===== src/rtl/dual_clk_sched_if.sv =====
// Bundles the start/stop control, run configuration and the divided-clock,
// tick and status outputs of dual_clk_sched. The hold input exists only when DUAL_CLK_SCHED_HOLD_EN is defined.
interface dual_clk_sched_if #(
    parameter int CNT_W = 8,
    parameter int DUR_W = 16
);
    logic             i_start;
    logic             i_stop;
`ifdef DUAL_CLK_SCHED_HOLD_EN
    logic             i_hold;
`endif
    logic [CNT_W-1:0] i_half0;
    logic [CNT_W-1:0] i_half1;
    logic [DUR_W-1:0] i_duration;
    logic             o_clk_out0;
    logic             o_clk_out1;
    logic             o_tick0;
    logic             o_tick1;
    logic             o_busy;
    logic             o_done;
    logic             o_err;

`ifdef DUAL_CLK_SCHED_HOLD_EN
    modport master (
        output i_start, i_stop, i_hold, i_half0, i_half1, i_duration,
        input  o_clk_out0, o_clk_out1, o_tick0, o_tick1, o_busy, o_done, o_err
    );
    modport slave (
        input  i_start, i_stop, i_hold, i_half0, i_half1, i_duration,
        output o_clk_out0, o_clk_out1, o_tick0, o_tick1, o_busy, o_done, o_err
    );
`else
    modport master (
        output i_start, i_stop, i_half0, i_half1, i_duration,
        input  o_clk_out0, o_clk_out1, o_tick0, o_tick1, o_busy, o_done, o_err
    );
    modport slave (
        input  i_start, i_stop, i_half0, i_half1, i_duration,
        output o_clk_out0, o_clk_out1, o_tick0, o_tick1, o_busy, o_done, o_err
    );
`endif
endinterface


===== src/rtl/dual_clk_sched.sv =====
// Two-channel divided-clock scheduler: runs two programmable square waves for a programmed number of cycles.
// Optional pause/resume via the hold input when DUAL_CLK_SCHED_HOLD_EN is defined.
//   state  | meaning
//   IDLE   | waiting for a valid start; outputs held low
//   RUN    | channels counting, elapsed advancing
//   HOLD   | counters frozen, clocks held, ticks low (hold build only)
module dual_clk_sched #(
    parameter int CNT_W = 8,
    parameter int DUR_W = 16
) (
    input  logic            i_clk,
    input  logic            i_rst,
    dual_clk_sched_if.slave bus
);
    typedef enum logic [1:0] {
        S_IDLE = 2'd0,
        S_RUN  = 2'd1
`ifdef DUAL_CLK_SCHED_HOLD_EN
        ,
        S_HOLD = 2'd2
`endif
    } state_t;

    state_t           r_state;
    logic [CNT_W-1:0] r_half0_q;
    logic [CNT_W-1:0] r_half1_q;
    logic [DUR_W-1:0] r_dur_q;
    logic [CNT_W-1:0] r_cnt0;
    logic [CNT_W-1:0] r_cnt1;
    logic [DUR_W-1:0] r_elapsed;
    logic             r_clk_out0;
    logic             r_clk_out1;
    logic             r_tick0;
    logic             r_tick1;
    logic             r_busy;
    logic             r_done;
    logic             r_err;

    state_t           w_state_nxt;
    logic [CNT_W-1:0] w_half0_nxt;
    logic [CNT_W-1:0] w_half1_nxt;
    logic [DUR_W-1:0] w_dur_nxt;
    logic [CNT_W-1:0] w_cnt0_nxt;
    logic [CNT_W-1:0] w_cnt1_nxt;
    logic [DUR_W-1:0] w_elapsed_nxt;
    logic             w_clk_out0_nxt;
    logic             w_clk_out1_nxt;
    logic             w_tick0_nxt;
    logic             w_tick1_nxt;
    logic             w_busy_nxt;
    logic             w_done_nxt;
    logic             w_err_nxt;
    logic             w_cfg_ok;

    assign w_cfg_ok = (bus.i_half0 != '0) && (bus.i_half1 != '0) && (bus.i_duration != '0);

    always_ff @(posedge i_clk) begin
        if (i_rst) begin
            r_state    <= S_IDLE;
            r_half0_q  <= '0;
            r_half1_q  <= '0;
            r_dur_q    <= '0;
            r_cnt0     <= '0;
            r_cnt1     <= '0;
            r_elapsed  <= '0;
            r_clk_out0 <= 1'b0;
            r_clk_out1 <= 1'b0;
            r_tick0    <= 1'b0;
            r_tick1    <= 1'b0;
            r_busy     <= 1'b0;
            r_done     <= 1'b0;
            r_err      <= 1'b0;
        end else begin
            r_state    <= w_state_nxt;
            r_half0_q  <= w_half0_nxt;
            r_half1_q  <= w_half1_nxt;
            r_dur_q    <= w_dur_nxt;
            r_cnt0     <= w_cnt0_nxt;
            r_cnt1     <= w_cnt1_nxt;
            r_elapsed  <= w_elapsed_nxt;
            r_clk_out0 <= w_clk_out0_nxt;
            r_clk_out1 <= w_clk_out1_nxt;
            r_tick0    <= w_tick0_nxt;
            r_tick1    <= w_tick1_nxt;
            r_busy     <= w_busy_nxt;
            r_done     <= w_done_nxt;
            r_err      <= w_err_nxt;
        end
    end

    always_comb begin
        w_state_nxt    = r_state;
        w_half0_nxt    = r_half0_q;
        w_half1_nxt    = r_half1_q;
        w_dur_nxt      = r_dur_q;
        w_cnt0_nxt     = r_cnt0;
        w_cnt1_nxt     = r_cnt1;
        w_elapsed_nxt  = r_elapsed;
        w_clk_out0_nxt = r_clk_out0;
        w_clk_out1_nxt = r_clk_out1;
        w_tick0_nxt    = 1'b0;
        w_tick1_nxt    = 1'b0;
        w_busy_nxt     = r_busy;
        w_done_nxt     = 1'b0;
        w_err_nxt      = 1'b0;

        case (r_state)
            S_IDLE: begin
                w_clk_out0_nxt = 1'b0;
                w_clk_out1_nxt = 1'b0;
                w_busy_nxt     = 1'b0;
                if (bus.i_start && !bus.i_stop) begin
                    if (w_cfg_ok) begin
                        w_half0_nxt   = bus.i_half0;
                        w_half1_nxt   = bus.i_half1;
                        w_dur_nxt     = bus.i_duration;
                        w_cnt0_nxt    = bus.i_half0 - CNT_W'(1);
                        w_cnt1_nxt    = bus.i_half1 - CNT_W'(1);
                        w_elapsed_nxt = '0;
                        w_busy_nxt    = 1'b1;
                        w_state_nxt   = S_RUN;
                    end else begin
                        w_err_nxt = 1'b1;
                    end
                end
            end
            // RUN, and HOLD being released, both advance one run edge here
            default: begin
                if (bus.i_stop) begin
                    w_state_nxt    = S_IDLE;
                    w_clk_out0_nxt = 1'b0;
                    w_clk_out1_nxt = 1'b0;
                    w_busy_nxt     = 1'b0;
`ifdef DUAL_CLK_SCHED_HOLD_EN
                end else if (bus.i_hold) begin
                    w_state_nxt = S_HOLD;
`endif
                end else if (r_elapsed == r_dur_q - DUR_W'(1)) begin
                    w_state_nxt    = S_IDLE;
                    w_clk_out0_nxt = 1'b0;
                    w_clk_out1_nxt = 1'b0;
                    w_busy_nxt     = 1'b0;
                    w_done_nxt     = 1'b1;
                end else begin
                    w_state_nxt   = S_RUN;
                    w_elapsed_nxt = r_elapsed + DUR_W'(1);
                    if (r_cnt0 == '0) begin
                        w_clk_out0_nxt = ~r_clk_out0;
                        w_tick0_nxt    = 1'b1;
                        w_cnt0_nxt     = r_half0_q - CNT_W'(1);
                    end else begin
                        w_cnt0_nxt = r_cnt0 - CNT_W'(1);
                    end
                    if (r_cnt1 == '0) begin
                        w_clk_out1_nxt = ~r_clk_out1;
                        w_tick1_nxt    = 1'b1;
                        w_cnt1_nxt     = r_half1_q - CNT_W'(1);
                    end else begin
                        w_cnt1_nxt = r_cnt1 - CNT_W'(1);
                    end
                end
            end
        endcase
    end

    assign bus.o_clk_out0 = r_clk_out0;
    assign bus.o_clk_out1 = r_clk_out1;
    assign bus.o_tick0    = r_tick0;
    assign bus.o_tick1    = r_tick1;
    assign bus.o_busy     = r_busy;
    assign bus.o_done     = r_done;
    assign bus.o_err      = r_err;
endmodule


===== src/flat_wrapper.sv =====
// flat-port wrapper written by rule: the top's interface ports become plain ports
module dual_clk_sched_flat 
#(
    parameter int CNT_W = 8,
    parameter int DUR_W = 16
)
  (i_clk, i_rst, bus_i_start, bus_i_stop, bus_i_half0, bus_i_half1, bus_i_duration, bus_o_clk_out0, bus_o_clk_out1, bus_o_tick0, bus_o_tick1, bus_o_busy, bus_o_done, bus_o_err);
  dual_clk_sched_if #(.CNT_W(CNT_W), .DUR_W(DUR_W)) bus_i ();
  input  logic i_clk;
  input  logic i_rst;
  input wire logic [$bits(bus_i.i_start)-1:0] bus_i_start;
  input wire logic [$bits(bus_i.i_stop)-1:0] bus_i_stop;
  input wire logic [$bits(bus_i.i_half0)-1:0] bus_i_half0;
  input wire logic [$bits(bus_i.i_half1)-1:0] bus_i_half1;
  input wire logic [$bits(bus_i.i_duration)-1:0] bus_i_duration;
  output wire logic [$bits(bus_i.o_clk_out0)-1:0] bus_o_clk_out0;
  output wire logic [$bits(bus_i.o_clk_out1)-1:0] bus_o_clk_out1;
  output wire logic [$bits(bus_i.o_tick0)-1:0] bus_o_tick0;
  output wire logic [$bits(bus_i.o_tick1)-1:0] bus_o_tick1;
  output wire logic [$bits(bus_i.o_busy)-1:0] bus_o_busy;
  output wire logic [$bits(bus_i.o_done)-1:0] bus_o_done;
  output wire logic [$bits(bus_i.o_err)-1:0] bus_o_err;
  assign bus_i.i_start = bus_i_start;
  assign bus_i.i_stop = bus_i_stop;
  assign bus_i.i_half0 = bus_i_half0;
  assign bus_i.i_half1 = bus_i_half1;
  assign bus_i.i_duration = bus_i_duration;
  assign bus_o_clk_out0 = bus_i.o_clk_out0;
  assign bus_o_clk_out1 = bus_i.o_clk_out1;
  assign bus_o_tick0 = bus_i.o_tick0;
  assign bus_o_tick1 = bus_i.o_tick1;
  assign bus_o_busy = bus_i.o_busy;
  assign bus_o_done = bus_i.o_done;
  assign bus_o_err = bus_i.o_err;
  dual_clk_sched #(.CNT_W(CNT_W), .DUR_W(DUR_W)) u_core (.i_clk(i_clk), .i_rst(i_rst), .bus(bus_i));
endmodule

===== config.mk =====
export PLATFORM = sky130hd
export DESIGN_NAME = dual_clk_sched_flat
export DESIGN_NICKNAME = d
export VERILOG_FILES = /design/src/rtl/dual_clk_sched_if.sv /design/src/rtl/dual_clk_sched.sv /design/src/flat_wrapper.sv
export SDC_FILE = /design/constraint.sdc
export NUM_CORES = 1
export LEC_CHECK = 0
export CORE_MARGIN = 2
export CORE_UTILIZATION = 35
export DETAILED_ROUTE_END_ITERATION = 7
export GPL_TIMING_DRIVEN = 0
export PLACE_DENSITY_LB_ADDON = 0.1
export SKIP_CTS_REPAIR_TIMING = 1
export SLEW_MARGIN = 20
export SYNTH_ARGS = -nofsm -noshare
export SYNTH_HDL_FRONTEND = slang
export SYNTH_SLANG_ARGS = --single-unit
export TNS_END_PERCENT = 5

===== constraint.sdc =====
create_clock -name i_clk -period 2.83 [get_ports i_clk]
set_input_delay 0.566 -clock i_clk [delete_from_list [all_inputs] [get_ports i_clk]]
set_output_delay 0.566 -clock i_clk [all_outputs]
set_load 0.03 [all_outputs]

==> results of run 1 <==
## power by group through the flow
| stage | registers [mW] | clock network [mW] | logic, mW |
|---|---|---|---|
| finish | 1.11 | 1.32 | 0.556 |
| global route | 1.11 | 1.39 | 0.610 |
| CTS | 1.10 | 1.35 | 0.519 |
| detailed placement | 1.13 | 0 | 0.516 |
| global placement | 1.12 | 0 | 0.504 |
| floorplan | 1.11 | 0 | 0.358 |
## cell usage in the layout (no fill, tap or decap), types with 12 or more instances in the layout
cell type and n:
a21oi_1 31, a31oi_1 21, clkbuf_1 15, clkdlybuf4s50_1 42, dfxtp_1 70, mux2i_1 36
nand2_1 17, nand3_1 18, nor2_1 55, nor3_1 12, nor4_1 13, or4_1 12
xnor2_1 18, xor2_1 12
## path summary, 6_finish.rpt
| kind | slack [ns] | end | startpoint |
|---|---|---|---|
| min reg2reg | 0.49 | u_core.bus.o_busy | u_core.bus.o_busy |
| min | 0.49 | u_core.bus.o_busy | u_core.bus.o_busy |
| max reg2reg | -0.32 | u_core.r_cnt1[3] | u_core.r_dur_q[0] |
| max | -0.32 | u_core.r_cnt1[3] | u_core.r_dur_q[0] |
## cell type report
class                           instances  area, sq um  share of cell area
Buffer                                 33        217.7             0.04090
Clock buffer                            9        225.2             0.04231
Clock inverter                          7        118.9             0.02233
Inverter                               10        42.54            0.007992
Multi-Input combinational cell        371         2609              0.4901
Sequential cell                        72         1444              0.2713
Tap cell                              143        178.9             0.03362
Timing Repair Buffer                   48        486.7             0.09144
## logic make-up after synthesis
family	Yosys count	synth area share
AO/OA/AOI/OAI	111	0.1880
XOR/XNOR	31	0.06936
adder cells (fa/ha/maj)	4	0.01217
buffers and inverters	45	0.04776
flip-flops	72	0.3505
multiplexers	36	0.08762
AND/OR/NAND/NOR	189	0.2446
## layer usage
layer,vias up,wire (um)
met2,100,6183
met3,20,519
li1,1939,-
met5,-,0
met1,1901,5488
met4,0,286
## sequential cells by signal, summed over array words and instances (netlist names)
register	cells
u_core.r_dur_q	16
u_core.r_elapsed	16
u_core.r_cnt0	8
u_core.r_cnt1	8
u_core.r_half0_q	8
u_core.r_half1_q	8
u_core.bus.o_busy	1
u_core.bus.o_clk_out0	1
u_core.bus.o_clk_out1	1
u_core.bus.o_done	1
u_core.bus.o_err	1
u_core.bus.o_tick0	1
u_core.bus.o_tick1	1
u_core.r_state	1
## worst min-delay path, delay by kind of cell (launching register included)
family	cells	cell delay, ns
compound gates	1	0.06
simple gates	1	0.06
flops	1	0.32
## stage by stage
step | TNS, ns | cells | area [sq um] | setup WS, ns | total power [mW]
after floorplan | -0.8904 | 488 | 4159 | -0.07299 | 1.469
after global placement | -39.97 | 673 | 4758 | -0.9008 | 1.626
after detailed placement | -39.25 | 673 | 4777 | -0.8987 | 1.642
after CTS | -26.69 | 689 | 5121 | -0.5516 | 2.969
after global routing | -13.96 | 693 | 5323 | -0.4641 | 3.112
final | -8.960 | 693 | 5323 | -0.3166 | 2.984
==> flow_metrics.env, run 1 <==
export IMPL_drv_cap=0
export IMPL_ys_seq_area_frac=0.3505
export IMPL_period_minus_slack_ns=3.147
export IMPL_worstSetupPathType="flip-flop to flip-flop"
export IMPL_power_frac_clock=0.443
export IMPL_cp_cell_sequence="buf_8, inv_4, ha_4, or4b_4, buf_6, or3_4, a2111oi_4, nand4_1, nand4b_1, buf_6, a21boi_4, mux2i_1"
export IMPL_place_congestion=0.8606
export IMPL_peakVddDrop_mv=0.3644
export IMPL_top_usage_layer="met2"
export IMPL_track_usage=0.1963
export IMPL_initial_core_util=0.3586
export IMPL_clk_latency_ns=0.34
export IMPL_clk_path_buf_depth=2
export IMPL_yosys_warnings=0
export IMPL_synth_edf_count=0
export IMPL_max_freq_ghz=0.3178
export IMPL_syn_nets=528
export IMPL_syn_area_per_cell_sq_um=8.428
export IMPL_htreeDepth=3
export IMPL_core_area_sq_um=11470
export IMPL_async_flop_share=0
export IMPL_worstMarginPinSlew_ns=0.8596
export IMPL_cts_sinks=72
export IMPL_synth_common_cells="72 x dfxtp_1, 55 x nor2_1, 36 x mux2i_1"
export IMPL_diodes=0
export IMPL_use_met1=0.2411
export IMPL_clk_pin_slew_worst_paths_ns=0.07
export IMPL_cts_made_buffers=9
export IMPL_violations="negative setup slack"
export IMPL_utilization=0.4642
export IMPL_cts_tree="built"
export IMPL_end_kind="flip-flop"
export IMPL_crit_cells=12
export IMPL_synth_top_area_frac=0.3505
export IMPL_status="finished with violations"
export IMPL_avgViaCountPerCell=5.714
export IMPL_drc=0
export IMPL_path_max_fanout=10
export IMPL_cts_root_buffer="clkbuf_16"
export IMPL_synth_area_sq_um=4113
export IMPL_required_ns=3.10
export IMPL_grt_util_met2=0.3390
export IMPL_netlist_instances=488
export IMPL_drv_slew=0
export IMPL_period_share=1.112
export IMPL_synth_most_common_cell="dfxtp_1"
export IMPL_startpoint_type="flip-flop"
export IMPL_drtAntennaViolNets=0
export IMPL_antenna_found_initial=0
export IMPL_setup_viol=38
export IMPL_power_share_switching=0.2718
export IMPL_comb_power_share=0.186
export IMPL_rows=39
export IMPL_wl_per_cell_um=18.00
export IMPL_syn2layout_area_growth_pct=29.42
export IMPL_n_fill_cell=1149
export IMPL_ys_flop_type="dfxtp_1"
export IMPL_die_w_um=112.4
export IMPL_seqPwrFrac=0.371
export IMPL_yosys_cell_types_count=56
export IMPL_cpMostUsedCell="buf_6"
export IMPL_die_h_um=112.4
export IMPL_crit_slowest_cell="or4b_4"
export IMPL_numPortBuffers=42
export IMPL_grt_util_met3=0.04482
export IMPL_ys_seq_elements=72
export IMPL_max_stage_delay_ns=0.46
export IMPL_drive_gt1_frac=0.1364
export IMPL_synth_top_cells_by_area="dfxtp_1 35%, mux2i_1 8.8%, nor2_1 5.0%"
export IMPL_drt_iter0_markers=202
export IMPL_crit_arrival_ns=3.41
export IMPL_yosys_area_top_type="dfxtp_1"
export IMPL_num_vias=3960
export IMPL_slew_headroom=0.4222
export IMPL_power_leakage_nw=2.051
export IMPL_hpwl_um=9003
export IMPL_io_pins=43
export IMPL_critPathTopFamily="simple AND/OR/NAND/NOR gates"
export IMPL_hold_class="flip-flop to flip-flop"
export IMPL_reg2regPathDepth=12
export IMPL_nets=585
export IMPL_intPower_mw=2.173
export IMPL_gr_total_overflow=0
export IMPL_power_density_nw_per_um2=560.7
export IMPL_rsz0062_at_grt="yes"
export IMPL_min_path_cells=2
export IMPL_grt_max_degree=14
export IMPL_grt_pass1_vias=3729
export IMPL_skew_ns=0.009781
export IMPL_final_hold_viol_count=0
export IMPL_die_area_sq_um=12630
export IMPL_path_buf_inv=4
export IMPL_switchingPower_uw=811.3
export IMPL_wirelength_um=12480
export IMPL_dr_pass1_iters=5
export IMPL_hold_ws_ns=0.4888
export IMPL_fin_ws_ns=-0.3166
export IMPL_grt_pass1_wl_um=19640
No activity file was read; power rests on OpenSTA's default activity.
==> inputs of run 2 (changes only) <==
CORE_MARGIN = 8   (was 2)
GPL_ROUTABILITY_DRIVEN = 0   (was unset)
TNS_END_PERCENT = 50   (was 5)
==> flow_metrics.env, run 2 (synthesized netlist as in run 1, its figures left out) <==
export IMPL_crit_slowest_cell="or4b_4"
export IMPL_cpMostUsedCell="buf_6"
export IMPL_dr_pass1_iters=5
export IMPL_worstMarginPinSlew_ns=0.9047
export IMPL_diodes=0
export IMPL_rows=39
export IMPL_cts_tree="built"
export IMPL_clk_pin_slew_worst_paths_ns=0.06
export IMPL_io_pins=43
export IMPL_slew_headroom=0.3918
export IMPL_required_ns=3.09
export IMPL_track_usage=0.1582
export IMPL_drtAntennaViolNets=0
export IMPL_grt_pass1_wl_um=20230
export IMPL_max_stage_delay_ns=0.46
export IMPL_hold_ws_ns=0.4984
export IMPL_cp_cell_sequence="buf_8, inv_4, ha_4, or4b_4, buf_6, or3_4, a2111oi_4, nand4_1, and4b_2, buf_6, clkbuf_16, o31ai_2, a21oi_1"
export IMPL_n_fill_cell=1127
export IMPL_peakVddDrop_mv=0.3535
export IMPL_min_from="u_core.r_half0_q[3]"
export IMPL_crit_arrival_ns=3.39
export IMPL_rsz0062_at_grt="yes"
export IMPL_grt_max_degree=12
export IMPL_period_share=1.106
export IMPL_multiInputGateArea_sq_um=2643
export IMPL_drc=0
export IMPL_reg_largest_list="u_core.r_dur_q x16, u_core.r_elapsed x16"
export IMPL_syn2layout_area_growth_pct=30.03
export IMPL_preCtsSetupSlack_ns=-0.8953
export IMPL_wirelength_um=12560
export IMPL_path_max_fanout=7
export IMPL_setup_viol=38
export IMPL_utilization=0.4663
export IMPL_cts_made_buffers=9
export IMPL_core_area_sq_um=11470
export IMPL_cts_root_buffer="clkbuf_16"
export IMPL_gr_total_overflow=0
export IMPL_most_common_layout_cells="70 x dfxtp_1, 55 x nor2_1, 42 x clkdlybuf4s50_1, 36 x mux2i_1, 29 x a21oi_1"
export IMPL_hold_class="flip-flop to flip-flop"
export IMPL_drv_cap=0
export IMPL_power_total_mw=2.764
export IMPL_timing_rr_start="u_core.r_dur_q[0]"
export IMPL_fin_ws_ns=-0.2990
export IMPL_end_kind="flip-flop"
export IMPL_drv_slew=0
export IMPL_power_leakage_nw=2.059
export IMPL_die_area_sq_um=15480
export IMPL_layout_commonest_cell="dfxtp_1"
export IMPL_num_vias=3907
export IMPL_cts_sinks=72
export IMPL_antenna_found_initial=0
export IMPL_htreeDepth=3
export IMPL_drt_iter0_markers=257
export IMPL_numPortBuffers=42
export IMPL_grt_pass1_vias=3890
export IMPL_die_w_um=124.4
export IMPL_wl_per_cell_um=17.92
export IMPL_regArea_sq_um=1444
export IMPL_worstSetupPathType="flip-flop to flip-flop"
export IMPL_period_minus_slack_ns=3.129
export IMPL_startpoint_type="flip-flop"
export IMPL_avgViaCountPerCell=5.573
export IMPL_violations="negative setup slack"
export IMPL_status="finished with violations"
export IMPL_path_buf_inv=5
export IMPL_nets=593
export IMPL_die_h_um=124.4
export IMPL_skew_ns=0.009271
export IMPL_hpwl_um=9153
export IMPL_startpoint="u_core.r_dur_q[0]"
export IMPL_max_freq_ghz=0.3196
export IMPL_power_density_nw_per_um2=516.8
export IMPL_final_hold_viol_count=0
export IMPL_initial_core_util=0.3586
export IMPL_drive_gt1_frac=0.1505
export IMPL_clk_latency_ns=0.34
export IMPL_critPathTopFamily="simple AND/OR/NAND/NOR gates"
export IMPL_clk_path_buf_depth=2
## run 2: worst paths after layout
check / end / slack (ns) / cells after the start
worst min-delay path: u_core.r_half0_q[3] / 0.50 / 2
worst max register to register: u_core.r_elapsed[13] / -0.30 / 13
worst max-delay path: u_core.r_elapsed[13] / -0.30 / 13
worst min register to register: u_core.r_half0_q[3] / 0.50 / 2
## run 2: area by class of cell
class / count / area share
buffer: 33 / 0.04024
sequential: 72 / 0.2700
timing repair buffer: 56 / 0.1006
clock buffer: 14 / 0.05124
multi-input combinational: 371 / 0.4941
tap: 143 / 0.03346
inverter: 10 / 0.007955
clock inverter: 2 / 0.002340
## run 2: layer usage
metal	wire length, um	global-route usage	share of wire
met4	191	0.06449	0.015
met2	6315	0.2705	0.50
met3	364	0.02979	0.029
met5	0	0	0
met1	5690	0.1899	0.45
## run 2: power by group
| part | switching, mW | internal [mW] |
|---|---|---|
| Clock | 0.432 | 0.665 |
| Sequential | 0.0455 | 1.06 |
| Combinational | 0.303 | 0.258 |
## run 2: through the flow
step	TNS (ns)	cells	instance area (sq um)
2_1_floorplan	-0.8189	488	4170
3_3_place_gp	-39.69	673	4770
3_5_place_dp	-39.45	673	4788
4_1_cts	-27.15	689	5075
5_1_grt	-14.01	701	5348
6_report	-9.063	701	5348
## run 2: worst reg2reg max path, cell delays in order (launching register included)
cell       delay [ns]
dfxtp_2          0.32
buf_8            0.13
inv_4            0.06
ha_4             0.15
or4b_4           0.46
buf_6            0.14
or3_4            0.34
a2111oi_4        0.34
nand4_1          0.17
and4b_2          0.42
buf_6            0.17
clkbuf_16        0.16
o31ai_2          0.05
a21oi_1          0.15
==> inputs of run 3 (changes only) <==
SLEW_MARGIN = 10   (was 20)
==> flow_metrics.env, run 3 (synthesized netlist as in run 1, its figures left out) <==
export IMPL_intPower_mw=2.112
export IMPL_reg2regPathDepth=13
export IMPL_slew_headroom=0.4068
export IMPL_comb_power_share=0.193
export IMPL_power_share_switching=0.2717
export IMPL_drtAntennaViolNets=0
export IMPL_hold_class="flip-flop to flip-flop"
export IMPL_cts_tree="built"
export IMPL_hold_end="u_core.bus.o_busy"
export IMPL_worstSetupPathType="flip-flop to flip-flop"
export IMPL_top_usage_layer="met2"
export IMPL_startpoint_type="flip-flop"
export IMPL_required_ns=3.09
export IMPL_crit_slowest_cell="or4b_4"
export IMPL_grt_max_degree=13
export IMPL_cp_cell_sequence="buf_8, inv_4, ha_4, or4b_4, buf_6, or3_4, a2111oi_4, nand4_1, and4b_2, buf_6, clkbuf_16, o21ai_2, a21oi_1"
export IMPL_path_max_fanout=7
export IMPL_syn2layout_area_growth_pct=30.70
export IMPL_grt_util_met3=0.03745
export IMPL_most_common_layout_cells="69 x dfxtp_1, 55 x nor2_1, 42 x clkdlybuf4s50_1, 36 x mux2i_1, 28 x a21oi_1"
export IMPL_rsz0062_at_grt="yes"
export IMPL_antenna_found_initial=0
export IMPL_drive_gt1_frac=0.1541
export IMPL_cts_sinks=72
export IMPL_min_from="u_core.bus.o_busy"
export IMPL_core_area_sq_um=11470
export IMPL_hold_ws_ns=0.4957
export IMPL_switchingPower_uw=788.0
export IMPL_wirelength_um=12610
export IMPL_htreeDepth=3
export IMPL_fin_ws_ns=-0.3393
export IMPL_cts_made_buffers=9
export IMPL_use_met1=0.1893
export IMPL_io_pins=43
export IMPL_min_path_cells=2
export IMPL_peakVddDrop_mv=0.4043
export IMPL_path_buf_inv=5
export IMPL_setup_viol=38
export IMPL_initial_core_util=0.3586
export IMPL_nets=593
export IMPL_critPathTopFamily="simple AND/OR/NAND/NOR gates"
export IMPL_num_vias=3916
export IMPL_die_area_sq_um=15480
export IMPL_status="finished with violations"
export IMPL_max_stage_delay_ns=0.47
export IMPL_worstMarginPinSlew_ns=0.8825
export IMPL_drc=0
export IMPL_crit_arrival_ns=3.42
export IMPL_max_freq_ghz=0.3155
export IMPL_r2r_setup_slack_ns=-0.34
export IMPL_end_kind="flip-flop"
export IMPL_layout_commonest_cell="dfxtp_1"
export IMPL_drv_cap=0
export IMPL_drt_iter0_markers=220
export IMPL_r2r_end="u_core.r_elapsed[12]"
export IMPL_power_density_nw_per_um2=539.6
export IMPL_period_share=1.120
export IMPL_die_h_um=124.4
export IMPL_cts_root_buffer="clkbuf_16"
export IMPL_hpwl_um=9139
export IMPL_avgViaCountPerCell=5.586
export IMPL_grt_pass1_vias=3823
export IMPL_clk_pin_slew_worst_paths_ns=0.06
export IMPL_violations="negative setup slack"
export IMPL_rows=39
export IMPL_power_leakage_nw=2.077
export IMPL_cpMostUsedCell="buf_6"
export IMPL_clk_latency_ns=0.34
export IMPL_utilization=0.4687
export IMPL_power_frac_clock=0.426
export IMPL_timing_rr_start="u_core.r_dur_q[0]"
export IMPL_diodes=0
export IMPL_grt_pass1_wl_um=20110
export IMPL_gr_total_overflow=0
export IMPL_final_hold_viol_count=0
export IMPL_grt_util_met2=0.2676
export IMPL_reg_largest_list="u_core.r_dur_q x16, u_core.r_elapsed x16"
export IMPL_die_w_um=124.4
export IMPL_numPortBuffers=42
export IMPL_wl_per_cell_um=17.99
export IMPL_skew_ns=0.008942
export IMPL_clk_path_buf_depth=2
export IMPL_track_usage=0.1579
export IMPL_period_minus_slack_ns=3.169
export IMPL_dr_pass1_iters=6
export IMPL_seqPwrFrac=0.381
export IMPL_drv_slew=0
[run 3: cell type report]
cell class / count / area [sq um]
clock inverters: 5 / 80.08
fillers: 1111 / 6092
plain buffers: 33 / 216.5
multi-input cells: 371 / 2629
inverters: 10 / 42.54
flip-flops and latches: 72 / 1445
repair buffers: 56 / 540.5
well taps: 143 / 178.9
clock buffers: 11 / 242.7
[run 3: tightest hold or removal path: stages (launching register included)]
cell and delay (ns):
dfxtp_1 0.33, nand3_1 0.07, a21oi_1 0.05
[run 3: through the flow]
step / cell area [sq um] / instances / total power [mW] / worst slack, ns / setup TNS, ns
4_1_cts: 5105 / 689 / 2.883 / -0.5497 / -26.88
3_5_place_dp: 4782 / 673 / 1.640 / -0.8908 / -39.40
3_3_place_gp: 4770 / 673 / 1.629 / -0.8957 / -39.69
2_1_floorplan: 4170 / 488 / 1.471 / -0.07299 / -0.8189
5_1_grt: 5375 / 701 / 3.043 / -0.4767 / -14.05
6_report: 5375 / 701 / 2.900 / -0.3393 / -10.17
[run 3: per-layer routing]
layer	up-vias	routed length [um]
met4	0	255
met2	70	6291
li1	1955	-
met5	-	0
met1	1871	5605
met3	20	458
[run 3: power groups by stage]
| stage | Sequential, mW | Clock [mW] | Combinational, mW |
|---|---|---|---|
| 3_5_place_dp | 1.12 | 0 | 0.515 |
| 5_1_grt | 1.11 | 1.31 | 0.620 |
| 3_3_place_gp | 1.12 | 0 | 0.507 |
| 6_report | 1.11 | 1.24 | 0.559 |
| 2_1_floorplan | 1.11 | 0 | 0.360 |
| 4_1_cts | 1.10 | 1.26 | 0.518 |
[run 3: worst max path at each step]
stage | start | to | slack, ns | depth (start not counted)
4_1_cts | bus_i_duration[5] | u_core.r_half1_q[2] | -0.55 | 10
2_1_floorplan | u_core.r_dur_q[1] | u_core.r_elapsed[1] | -0.07 | 14
5_1_grt | u_core.r_dur_q[0] | u_core.r_cnt1[3] | -0.48 | 12
6_report | u_core.r_dur_q[0] | u_core.r_elapsed[12] | -0.34 | 13
3_5_place_dp | bus_i_duration[5] | u_core.r_half1_q[2] | -0.89 | 10
3_3_place_gp | bus_i_duration[5] | u_core.r_half0_q[5] | -0.90 | 10
